<file path="src/rtl/alu_arbiter.sv">
// Two-requester round-robin front end for the registered ALU.
// One operation in flight; result and flags are returned to the winning requester.
module alu_arbiter #(
  parameter int NUMBITS = 32,
  parameter int CNTBITS = 16
) (
  input  logic               clk,
  input  logic               reset,
  input  logic               req0_valid,
  output logic               req0_ready,
  input  logic [2:0]         req0_opcode,
  input  logic [NUMBITS-1:0] req0_a,
  input  logic [NUMBITS-1:0] req0_b,
  input  logic               req1_valid,
  output logic               req1_ready,
  input  logic [2:0]         req1_opcode,
  input  logic [NUMBITS-1:0] req1_a,
  input  logic [NUMBITS-1:0] req1_b,
  output logic               rsp0_valid,
  input  logic               rsp0_ready,
  output logic               rsp1_valid,
  input  logic               rsp1_ready,
  output logic [NUMBITS-1:0] rsp_result,
  output logic               rsp_carryout,
  output logic               rsp_overflow,
  output logic               rsp_zero,
  output logic [2:0]         alu_opcode,
  output logic [NUMBITS-1:0] alu_a,
  output logic [NUMBITS-1:0] alu_b,
  input  logic [NUMBITS-1:0] alu_result,
  input  logic               alu_carryout,
  input  logic               alu_overflow,
  input  logic               alu_zero,
  output logic               busy,
  output logic [CNTBITS-1:0] ops_done
);

  // state   | meaning
  // IDLE    | waiting for a request; grant issued combinationally
  // ISSUE   | latched operation on the ALU bus; ALU registers result at end
  // CAPTURE | ALU result/flags valid; copied into rsp registers
  // RESP    | response offered to owner until its ready
  typedef enum logic [1:0] {
    IDLE    = 2'd0,
    ISSUE   = 2'd1,
    CAPTURE = 2'd2,
    RESP    = 2'd3
  } state_t;

  state_t state, state_nxt;
  logic   owner;
  logic   last_grant;
  logic   grant_vld;
  logic   grant_id;
  logic   rsp_fire;

  localparam logic [CNTBITS-1:0] CNT_ONE = {{(CNTBITS-1){1'b0}}, 1'b1};

  // Round-robin pick: on contention the requester that did not win last time goes.
  always_comb begin
    grant_vld = 1'b0;
    grant_id  = 1'b0;
    if (req0_valid && req1_valid) begin
      grant_vld = 1'b1;
      grant_id  = ~last_grant;
    end else if (req0_valid) begin
      grant_vld = 1'b1;
      grant_id  = 1'b0;
    end else if (req1_valid) begin
      grant_vld = 1'b1;
      grant_id  = 1'b1;
    end
  end

  always_comb begin
    state_nxt  = state;
    req0_ready = 1'b0;
    req1_ready = 1'b0;
    rsp0_valid = 1'b0;
    rsp1_valid = 1'b0;
    rsp_fire   = 1'b0;
    case (state)
      IDLE: begin
        if (grant_vld) begin
          req0_ready = ~grant_id;
          req1_ready = grant_id;
          state_nxt  = ISSUE;
        end
      end
      ISSUE:   state_nxt = CAPTURE;
      CAPTURE: state_nxt = RESP;
      RESP: begin
        rsp0_valid = ~owner;
        rsp1_valid = owner;
        rsp_fire   = owner ? rsp1_ready : rsp0_ready;
        if (rsp_fire) state_nxt = IDLE;
      end
      default: state_nxt = IDLE;
    endcase
  end

  assign busy = (state != IDLE);

  always_ff @(posedge clk or posedge reset) begin
    if (reset) begin
      state <= IDLE;
    end else begin
      state <= state_nxt;
    end
  end

  // The ALU bus doubles as the operand latch, so it holds the last issued op between operations.
  always_ff @(posedge clk or posedge reset) begin
    if (reset) begin
      owner      <= 1'b0;
      last_grant <= 1'b1;
      alu_opcode <= '0;
      alu_a      <= '0;
      alu_b      <= '0;
    end else if (state == IDLE && grant_vld) begin
      owner      <= grant_id;
      last_grant <= grant_id;
      alu_opcode <= grant_id ? req1_opcode : req0_opcode;
      alu_a      <= grant_id ? req1_a      : req0_a;
      alu_b      <= grant_id ? req1_b      : req0_b;
    end
  end

  always_ff @(posedge clk or posedge reset) begin
    if (reset) begin
      rsp_result   <= '0;
      rsp_carryout <= 1'b0;
      rsp_overflow <= 1'b0;
      rsp_zero     <= 1'b0;
    end else if (state == CAPTURE) begin
      rsp_result   <= alu_result;
      rsp_carryout <= alu_carryout;
      rsp_overflow <= alu_overflow;
      rsp_zero     <= alu_zero;
    end
  end

  always_ff @(posedge clk or posedge reset) begin
    if (reset) begin
      ops_done <= '0;
    end else if (rsp_fire) begin
      ops_done <= ops_done + CNT_ONE;
    end
  end

endmodule

</file>
<file path="config.mk">
export PLATFORM = sky130hd
export DESIGN_NAME = alu_arbiter
export DESIGN_NICKNAME = d
export VERILOG_FILES = /design/src/rtl/alu_arbiter.sv
export SDC_FILE = /design/constraint.sdc
export NUM_CORES = 1
export LEC_CHECK = 0
export ABC_AREA = 1
export CAP_MARGIN = 5
export CORE_AREA = 5 5 120 122
export CTS_BUF_LIST = sky130_fd_sc_hd__clkbuf_16
export DETAILED_ROUTE_END_ITERATION = 8
export DIE_AREA = 0 0 125 127
export PLACE_DENSITY = 0.86
export SLEW_MARGIN = 5
export SYNTH_ARGS = -nofsm -noshare
export SYNTH_HDL_FRONTEND = slang
export SYNTH_SLANG_ARGS = --single-unit
</file>
<file path="constraint.sdc">
create_clock -name clk -period 10.41 [get_ports clk]
set_clock_uncertainty 0.1 [all_clocks]
set_input_delay 2.082 -clock clk [delete_from_list [all_inputs] [get_ports clk]]
set_output_delay 2.082 -clock clk [all_outputs]
set_load 0.03 [all_outputs]
</file>
Word-level counts from Yosys, hierarchy flattened

Cells that the tools add are included.
Widths: inputs -> output; s select.

Register bits after elaboration: 122
ROM bits: 0
Memories: 0
Memory bits (writable): 0
Bits of input ports: 175
Output and inout port bits: 123
Latch bits: 0

Reduce and logical (&&, ||, !) cells: 5
Bitwise gates (word level): 3
Magnitude comparators: 0
Eq/ne operators: 5
Shifts and indexed selects: 0
Mux-type cells: 19
$add $sub $neg: 1
Divide/modulo/power cells: 0
Multiply operators: 0

Operators by type and width:

| cell                  | count |
|---|---|
| $mux 32               | 2 |
| $add 16x1->16 const B | 1 |
| $mux 1                | 13 |
| $pmux 2 s4            | 1 |
| $eq 2x2->1 const B    | 2 |
| $mux 2                | 2 |
| $ne 2x2->1 const B    | 2 |
| $mux 3                | 1 |
| $not 1->1             | 3 |
| $eq 2x1->1 const B    | 1 |
| $logic_and 1x1->1     | 2 |
| $logic_not 2->1       | 1 |
| $reduce_and 2->1      | 1 |
| $reduce_bool 2->1     | 1 |

Logic depth before layout (Yosys ltp)

Gate-level depths: netlist (run 1).

Depth after elaboration: 6
Mapped depth: 9
Depth with buffers taken out: 8

Least setup slack after synthesis (run 1)

Ideal clock, no wire load.

Path kind: input -> output
Start: input port req0_valid
End: output port req1_ready
Arrival time: 2.732 ns
Stages: 4
Path slack: 5.496 ns
Path through: nand2_1 > nand2_2 > nor2_2 > buf_2

Longest elaborated chain between the ends: 4
Elaborated cells between the ends (all ways): 7
Those cells by class: mux (6); reduce/logical (1)

Ends and longest elaborated chain:

| what                                               | RTL line | RTL |
|---|---|---|
| start, declared                                    | 9        | `input logic req0_valid,` |
| $mux 1 / $logic_and 1x1->1 (equally long branches) | 66, 63   |  |
| $mux 1                                             | 63       | `if (req0_valid && req1_valid) begin` |
| $mux 1 *                                           | 84       | `if (grant_vld) begin` |
| $mux 1 *                                           | 82       | `case (state)` |
| end, declared                                      | 15       | `output logic req1_ready,` |

Mark *: on every way between the ends. The rest lies on a longest branch, timed or not.

Worst setup path after layout (run 1)

Start: input port req1_valid
End: output port req0_ready

Longest elaborated chain between the ends: 6
Elaborated cells between the ends (all ways): 9
Those cells by class: mux (7); bitwise (1); reduce/logical (1)

Ends and longest elaborated chain:

| what            | RTL line | RTL |
|---|---|---|
| start, declared | 14       | `input logic req1_valid,` |
| $mux 1          | 69       | `end else if (req1_valid) begin` |
| $mux 1          | 66       | `end else if (req0_valid) begin` |
| $mux 1          | 63       |  |
| $not 1->1       | 85       | `req0_ready = ~grant_id;` |
| $mux 1 *        | 84       |  |
| $mux 1 *        | 82       |  |
| end, declared   | 10       | `output logic req0_ready,` |

Marked as above.

==> summary.md, run 1 <==
| Metric | Value |
|---|---|
| Mapped Cells | `589` |
| Critical path type | `primary input to output pin` |
| Max Transition Viols Final | `0` |
| Hold Buf Count CTS | `0` |
| Worst path slowest cell | `clkdlybuf4s50_1` |
| Maximum clock path buffer count | `2` |
| Rel. slew slack | `0.346` |
| Drt via density | `4.81` |
| Peak supply drop | `0.158 mV` |
| #FFs+latches synth | `122` |
| Sequential fraction of the synthesis area | `0.569` |
| Ranking of synthesized cells by area | `dfrtp_1 (56%), nand2_1 (16%), mux2_2 (7.3%), nand3_1 (5.5%), o21ai_0 (3.1%)` |
| Warnings, synthesis | `0` |
| IO Pins | `298` |
| Post-DP HPWL | `14,000 um` |
| FP Rows | `42` |
| Die Ht | `127 um` |
| Vias | `5,159` |
| Min-Delay Path Class | `register to register` |
| Synth-to-Final Area Change | `67.6%` |
| Mapped Area | `5370 sq um` |
| Crit path max-delay family | `buffers and inverters` |
| Share of the synthesized area in the top cell type | `0.564` |
| Critical Path AT | `4800 ps` |
| CTS tree | `built` |
| WL/cell | `17.3 um` |
| Power per cell area | `314 nW/um^2` |
| Clock transition at the registers of the reported paths | `50 ps` |
| Post-route ant nets | `0` |
| Largest net degree at the start of global routing | `78` |
| Max Fclk | `143 MHz` |
| Standby leakage power | `0.00399 uW` |
| Final setup viols | `0` |
| Post-CTS Resized | `0` |
| CP startpoint kind | `primary input` |
| Final net count | `1,064` |
| Pre-Repair DR Iteration Count | `4` |
| 1st-iter DRT viols | `240` |
| Global-route wire length before repair | `28,500 um` |
| Worst-skew pair later-pin latency | `400 ps` |
| Die width | `125 um` |
| Tmin final | `6980 ps` |
| Setup bufs post-CTS | `0` |
| Vias in the first global route | `5,212` |
| Reg2reg setup slack | `7840 ps` |
| Post-Route Setup TNS | `0 ps` |
| CP max stage delay | `780 ps` |
| # clock sinks | `122` |
| Post-synth EDFFs | `0` |
| Asr flop ratio synth | `1.00` |
| CTS buffer count | `17` |
| Max-Cap Viols | `0` |
| Root Driver | `clkbuf_16` |
| Share of layout cells above drive strength 1 | `0.0815` |
| Final WS setup | `3430 ps` |
| GRT Residual Overflow | `0` |
| Drt drc | `0` |
| Die area | `15,900 sq um` |
| Crit. End Element | `output pin` |
| All-layer global routing usage | `0.230` |
| Antenna violations before repair | `0` |
| Buf/Inv on CP | `4` |
| Top-count cell post-synth | `nand2_1` |
| Max FO, Critical Path | `69` |
| Slew @ Worst Pin | `980 ps` |
| Syn_nets | `769` |
| Final WL | `18,500 um` |
| Placer congestion estimate | `0.874` |
| Data required, critical path | `8230 ps` |
| Mean post-synth cell area | `9.12 sq um` |
| Pre-CTS WS | `3390 ps` |
| Period utilization | `0.670` |
| # diodes | `0` |
| Cell variety after synth | `26` |
| Hold Fails Final Rpt | `0` |
| PortBufs | `297` |
| Crit-path cells | `clkdlybuf4s50_1, nor2_2, nor2_4, inv_4, nor2_4, buf_4, clkdlybuf4s50_1` |
| RSZ-0062 raised after global routing | `no` |
| Initial Utilization | `0.410` |
| Top FF cell, synth | `dfrtp_1` |
| Synth cell count leaders | `nand2_1 (226), dfrtp_1 (121), nand3_1 (59)` |
| Core Box Area | `13,100 sq um` |
| Yosys top cell by area | `dfrtp_1` |
| Outcome | `completed` |
| # H-tree levels | `4` |
[cell type report]
| cell class | instances | area (sq um) |
|---|---|---|
| sequential | 122 | 3050 |
| clock buffer | 17 | 425 |
| fill | 1009 | 4080 |
| clock inverter | 14 | 115 |
| inverter | 28 | 110 |
| multi-input combinational | 414 | 2070 |
| tap | 176 | 220 |
| timing repair buffer | 301 | 3000 |
[through the flow]
stage                     total power [uW]  hold WS [ps]  cells   util  area [sq um]
after CTS                             2850           382   1072  0.688          9000
after detailed placement              2300           375   1041  0.647          8460
final                                 2820           378   1072  0.688          9000
after global routing                  2970           405   1072  0.688          9000
after floorplan                       1670           343    589      -          5370
after global placement                2270           355   1041  0.647          8460
[cell usage in the layout, fill, tap and decap left out, drive strengths merged, types with 4 or more instances in the layout]
cell type,instances
xor2,6
nand3,59
clkbuf,17
clkinv,8
inv,30
nor2,38
dfrtp,121
mux2,35
buf,4
clkdlybuf4s50,297
ha,5
o21ai,35
nand2,227
[report_power, final]
group	switching, uW	total, uW	internal, uW
logic	845	1460	618
clock network	198	540	342
registers	124	820	697
[registers in the layout, indices dropped and copies added (netlist names)]
register      flops
rsp_zero          1
alu_opcode        3
ops_done         16
rsp_carryout      1
rsp_result       32
owner             1
alu_b            32
state             2
last_grant        1
alu_a            32
rsp_overflow      1
[kinds of logic after synthesis]
kind of cell             share of synthesized area
AND/OR/NAND/NOR                              0.253
flip-flops                                   0.569
buffers and inverters                       0.0464
AO/OA/AOI/OAI                               0.0352
multiplexers                                0.0734
XOR/XNOR                                    0.0114
adder cells (fa/ha/maj)                     0.0116
[worst register-to-register path, stage by stage, from the launching register on]
cell,delay (ps)
dfrtp_1,410
inv_1,110
ha_1,190
inv_2,90
nor2_4,350
inv_4,350
nor2_4,170
buf_4,480
nand2_1,170
nand3_1,100
[final timing paths]
kind | from | endpoint | cells after the start
max reg2reg | state[1]$_DFFE_PP0P_ | alu_b[30]$_DFFE_PP0P_ | 9
max in group asynchronous | reset | rsp_result[1]$_DFFE_PP0N_ | 3
min | last_grant$_DFFE_PP1P_ | last_grant$_DFFE_PP1P_ | 2
min in group asynchronous | reset | alu_b[7]$_DFFE_PP0P_ | 2
min reg2reg | last_grant$_DFFE_PP1P_ | last_grant$_DFFE_PP1P_ | 2
max | req1_valid | req0_ready | 7
[routing by layer]
layer	vias to the layer above	wire length, um	track usage
met3	43	1480	0.0747
met2	215	9300	0.396
met4	0	623	0.101
met1	2420	7130	0.263
li1	2481	-	-
met5	-	0	0
(Power assumes the default switching activity.)
==> run 2, diff against run 1 <==
--- a/config.mk
+++ b/config.mk
@@ -7,11 +7,11 @@
 export LEC_CHECK = 0
 export ABC_AREA = 1
 export CAP_MARGIN = 5
-export CORE_AREA = 5 5 120 122
+export CORE_AREA = 5 5 124 126
 export CTS_BUF_LIST = sky130_fd_sc_hd__clkbuf_16
 export DETAILED_ROUTE_END_ITERATION = 8
-export DIE_AREA = 0 0 125 127
-export PLACE_DENSITY = 0.86
+export DIE_AREA = 0 0 129 131
+export PLACE_DENSITY = 0.81
 export SLEW_MARGIN = 5
 export SYNTH_ARGS = -nofsm -noshare
 export SYNTH_HDL_FRONTEND = slang
==> constraint.sdc (replaced) <==
create_clock -name clk -period 6.8 [get_ports clk]
set_clock_uncertainty 0.1 [all_clocks]
set_input_delay 1.36 -clock clk [delete_from_list [all_inputs] [get_ports clk]]
set_output_delay 1.36 -clock clk [all_outputs]
set_load 0.03 [all_outputs]
==> run 2 against run 1 <==
  * Non-clock buffer count stayed put
  * Core utilization is 5.5 points lower
  * Critical endpoint unchanged
  * Global-route usage down 1.9 points
==> summary.md, run 2 (synthesized netlist as in run 1, its figures left out) <==
| Metric | Value |
|---|---|
| Max Transition Viols Final | `0 (unchanged)` |
| Die area | `16,900 sq um (was 15,900 sq um)` |
| Worst-skew pair later-pin latency | `400 ps (about the same)` |
| GRT Residual Overflow | `0 (unchanged)` |
| Placer congestion estimate | `0.845 (was 0.874)` |
| # clock sinks | `122 (unchanged)` |
| Post-CTS Resized | `0 (unchanged)` |
| IO Pins | `298 (unchanged)` |
| All-layer global routing usage | `0.211 (was 0.230)` |
| Max FO, Critical Path | `69 (unchanged)` |
| Crit. End Element | `output pin (unchanged)` |
| # diodes | `0 (unchanged)` |
| Max Fclk | `198 MHz` |
| Leading cell types in the layout, fill and taps excluded | `clkdlybuf4s50_1 (297), nand2_1 (226), dfrtp_1 (121), nand3_1 (59), mux2_2 (35) (unchanged)` |
| Fillers | `1,187 (was 1,009)` |
| Die Ht | `131 um (was 127 um)` |
| RSZ-0062 raised after global routing | `no (unchanged)` |
| Drt via density | `4.74 (was 4.81)` |
| Antenna violations before repair | `0 (unchanged)` |
| FP Rows | `44 (was 42)` |
| Register area | `3050 sq um (unchanged)` |
| Global-route wire length before repair | `27,300 um (was 28,500 um)` |
| Post-route ant nets | `0 (unchanged)` |
| Hold Fails Final Rpt | `0 (unchanged)` |
| # H-tree levels | `4 (unchanged)` |
| Largest registers | `alu_a: 32 flops, alu_b: 32 flops, rsp_result: 32 flops (unchanged)` |
| CP startpoint kind | `primary input (unchanged)` |
| Clock transition at the registers of the reported paths | `50 ps (about the same)` |
| Drt drc | `0 (unchanged)` |
| 1st-iter DRT viols | `229 (was 240)` |
| Pre-Repair DR Iteration Count | `5 (was 4)` |
| Multi-input logic area | `2070 sq um (unchanged)` |
| Peak supply drop | `0.224 mV (was 0.158 mV)` |
| Setup bufs post-CTS | `0 (unchanged)` |
| Final setup viols | `0 (unchanged)` |
| Vias | `5,105 (was 5,159)` |
| Initial Utilization | `0.378 (was 0.410)` |
| WL/cell | `16.8 um (was 17.3 um)` |
| Root Driver | `clkbuf_16 (unchanged)` |
| Critical Path AT | `3590 ps (was 4800 ps)` |
| Outcome | `completed (unchanged)` |
| Core Box Area | `14,200 sq um (was 13,100 sq um)` |
| CTS tree | `built (unchanged)` |
| Hold slack | `375 ps (was 378 ps)` |
| Most common cell after layout, fill and taps aside | `clkdlybuf4s50_1 (unchanged)` |
| Rel. slew slack | `0.303 (was 0.346)` |
| Largest net degree at the start of global routing | `86 (was 78)` |
| Post-DP HPWL | `13,400 um (was 14,000 um)` |
| Post-Route Setup TNS | `0 ps (unchanged)` |
| Maximum clock path buffer count | `2 (unchanged)` |
| Synth-to-Final Area Change | `67.3% (was 67.6%)` |
| Period utilization | `0.743` |
| Max-Cap Viols | `0 (unchanged)` |
| Die width | `129 um (was 125 um)` |
| Final WL | `18,100 um (was 18,500 um)` |
| CTS buffer count | `17 (unchanged)` |
| Tmin final | `5050 ps` |
| Share of layout cells above drive strength 1 | `0.0774 (was 0.0815)` |
| Standby leakage power | `0.00398 uW (was 0.00399 uW)` |
| Power per cell area | `480 nW/um^2 (was 314 nW/um^2)` |
| Final net count | `1,064 (unchanged)` |
| Slew @ Worst Pin | `1050 ps (was 980 ps)` |
| Hold Buf Count CTS | `0 (unchanged)` |
| Critical path type | `primary input to output pin (unchanged)` |
| Min-Delay Path Class | `register to register (unchanged)` |
| PortBufs | `297 (unchanged)` |
| Vias in the first global route | `5,053 (was 5,212)` |
| Util after Layout | `0.633 (was 0.688)` |
| Data required, critical path | `5340 ps (was 8230 ps)` |
==> run 2: power breakdown <==
| group | total, uW | internal, uW | switching (uW) |
|---|---|---|---|
| clock network | 811 | 517 | 294 |
| registers | 1260 | 1070 | 193 |
| logic | 2250 | 946 | 1300 |
==> run 2: layer usage <==
metal | routed length, um | share of wire | up-vias | track usage
met5 | 0 | 0 | - | 0
met4 | 544 | 0.030 | 0 | 0.0852
met3 | 1460 | 0.081 | 40 | 0.0740
met2 | 9060 | 0.50 | 194 | 0.353
met1 | 7060 | 0.39 | 2402 | 0.249
li1 | - | - | 2469 | -
==> run 2: through the flow <==
stage | setup WS (ps) | instance area [sq um] | cells | total power, uW
after floorplan | 2100 | 5370 | 589 | 2550
after global placement | 1790 | 8470 | 1049 | 3490
after detailed placement | 1720 | 8470 | 1049 | 3540
after CTS | 1710 | 8990 | 1076 | 4370
after global routing | 1570 | 8990 | 1076 | 4560
final | 1750 | 8990 | 1076 | 4320
==> run 2: final timing paths <==
| path | from | depth (start not counted) | to | slack [ps] |
|---|---|---|---|---|
| worst max-delay path | req1_valid | 6 | req0_ready | 1750 |
| worst min-delay path | last_grant$_DFFE_PP1P_ | 2 | last_grant$_DFFE_PP1P_ | 380 |
| worst max register to register | state[0]$_DFFE_PP0P_ | 9 | alu_b[20]$_DFFE_PP0P_ | 4150 |
| worst min register to register | last_grant$_DFFE_PP1P_ | 2 | last_grant$_DFFE_PP1P_ | 380 |
| max in group asynchronous | reset | 3 | last_grant$_DFFE_PP1P_ | 4040 |
| min in group asynchronous | reset | 2 | rsp_result[17]$_DFFE_PP0N_ | 1460 |
==> run 2: layout make-up <==
class	count	area share
flip-flops and latches	122	0.340
clock buffers	17	0.0473
clock inverters	10	0.0100
repair buffers	301	0.334
well taps	184	0.0256
inverters	28	0.0123
multi-input cells	414	0.231
==> run 2: worst max-delay path, cell delays in order <==
cell and delay (ps):
clkdlybuf4s50_1 510, nor2_2 80, nor2_4 340, inv_4 350
nor2_4 190, clkdlybuf4s50_1 720
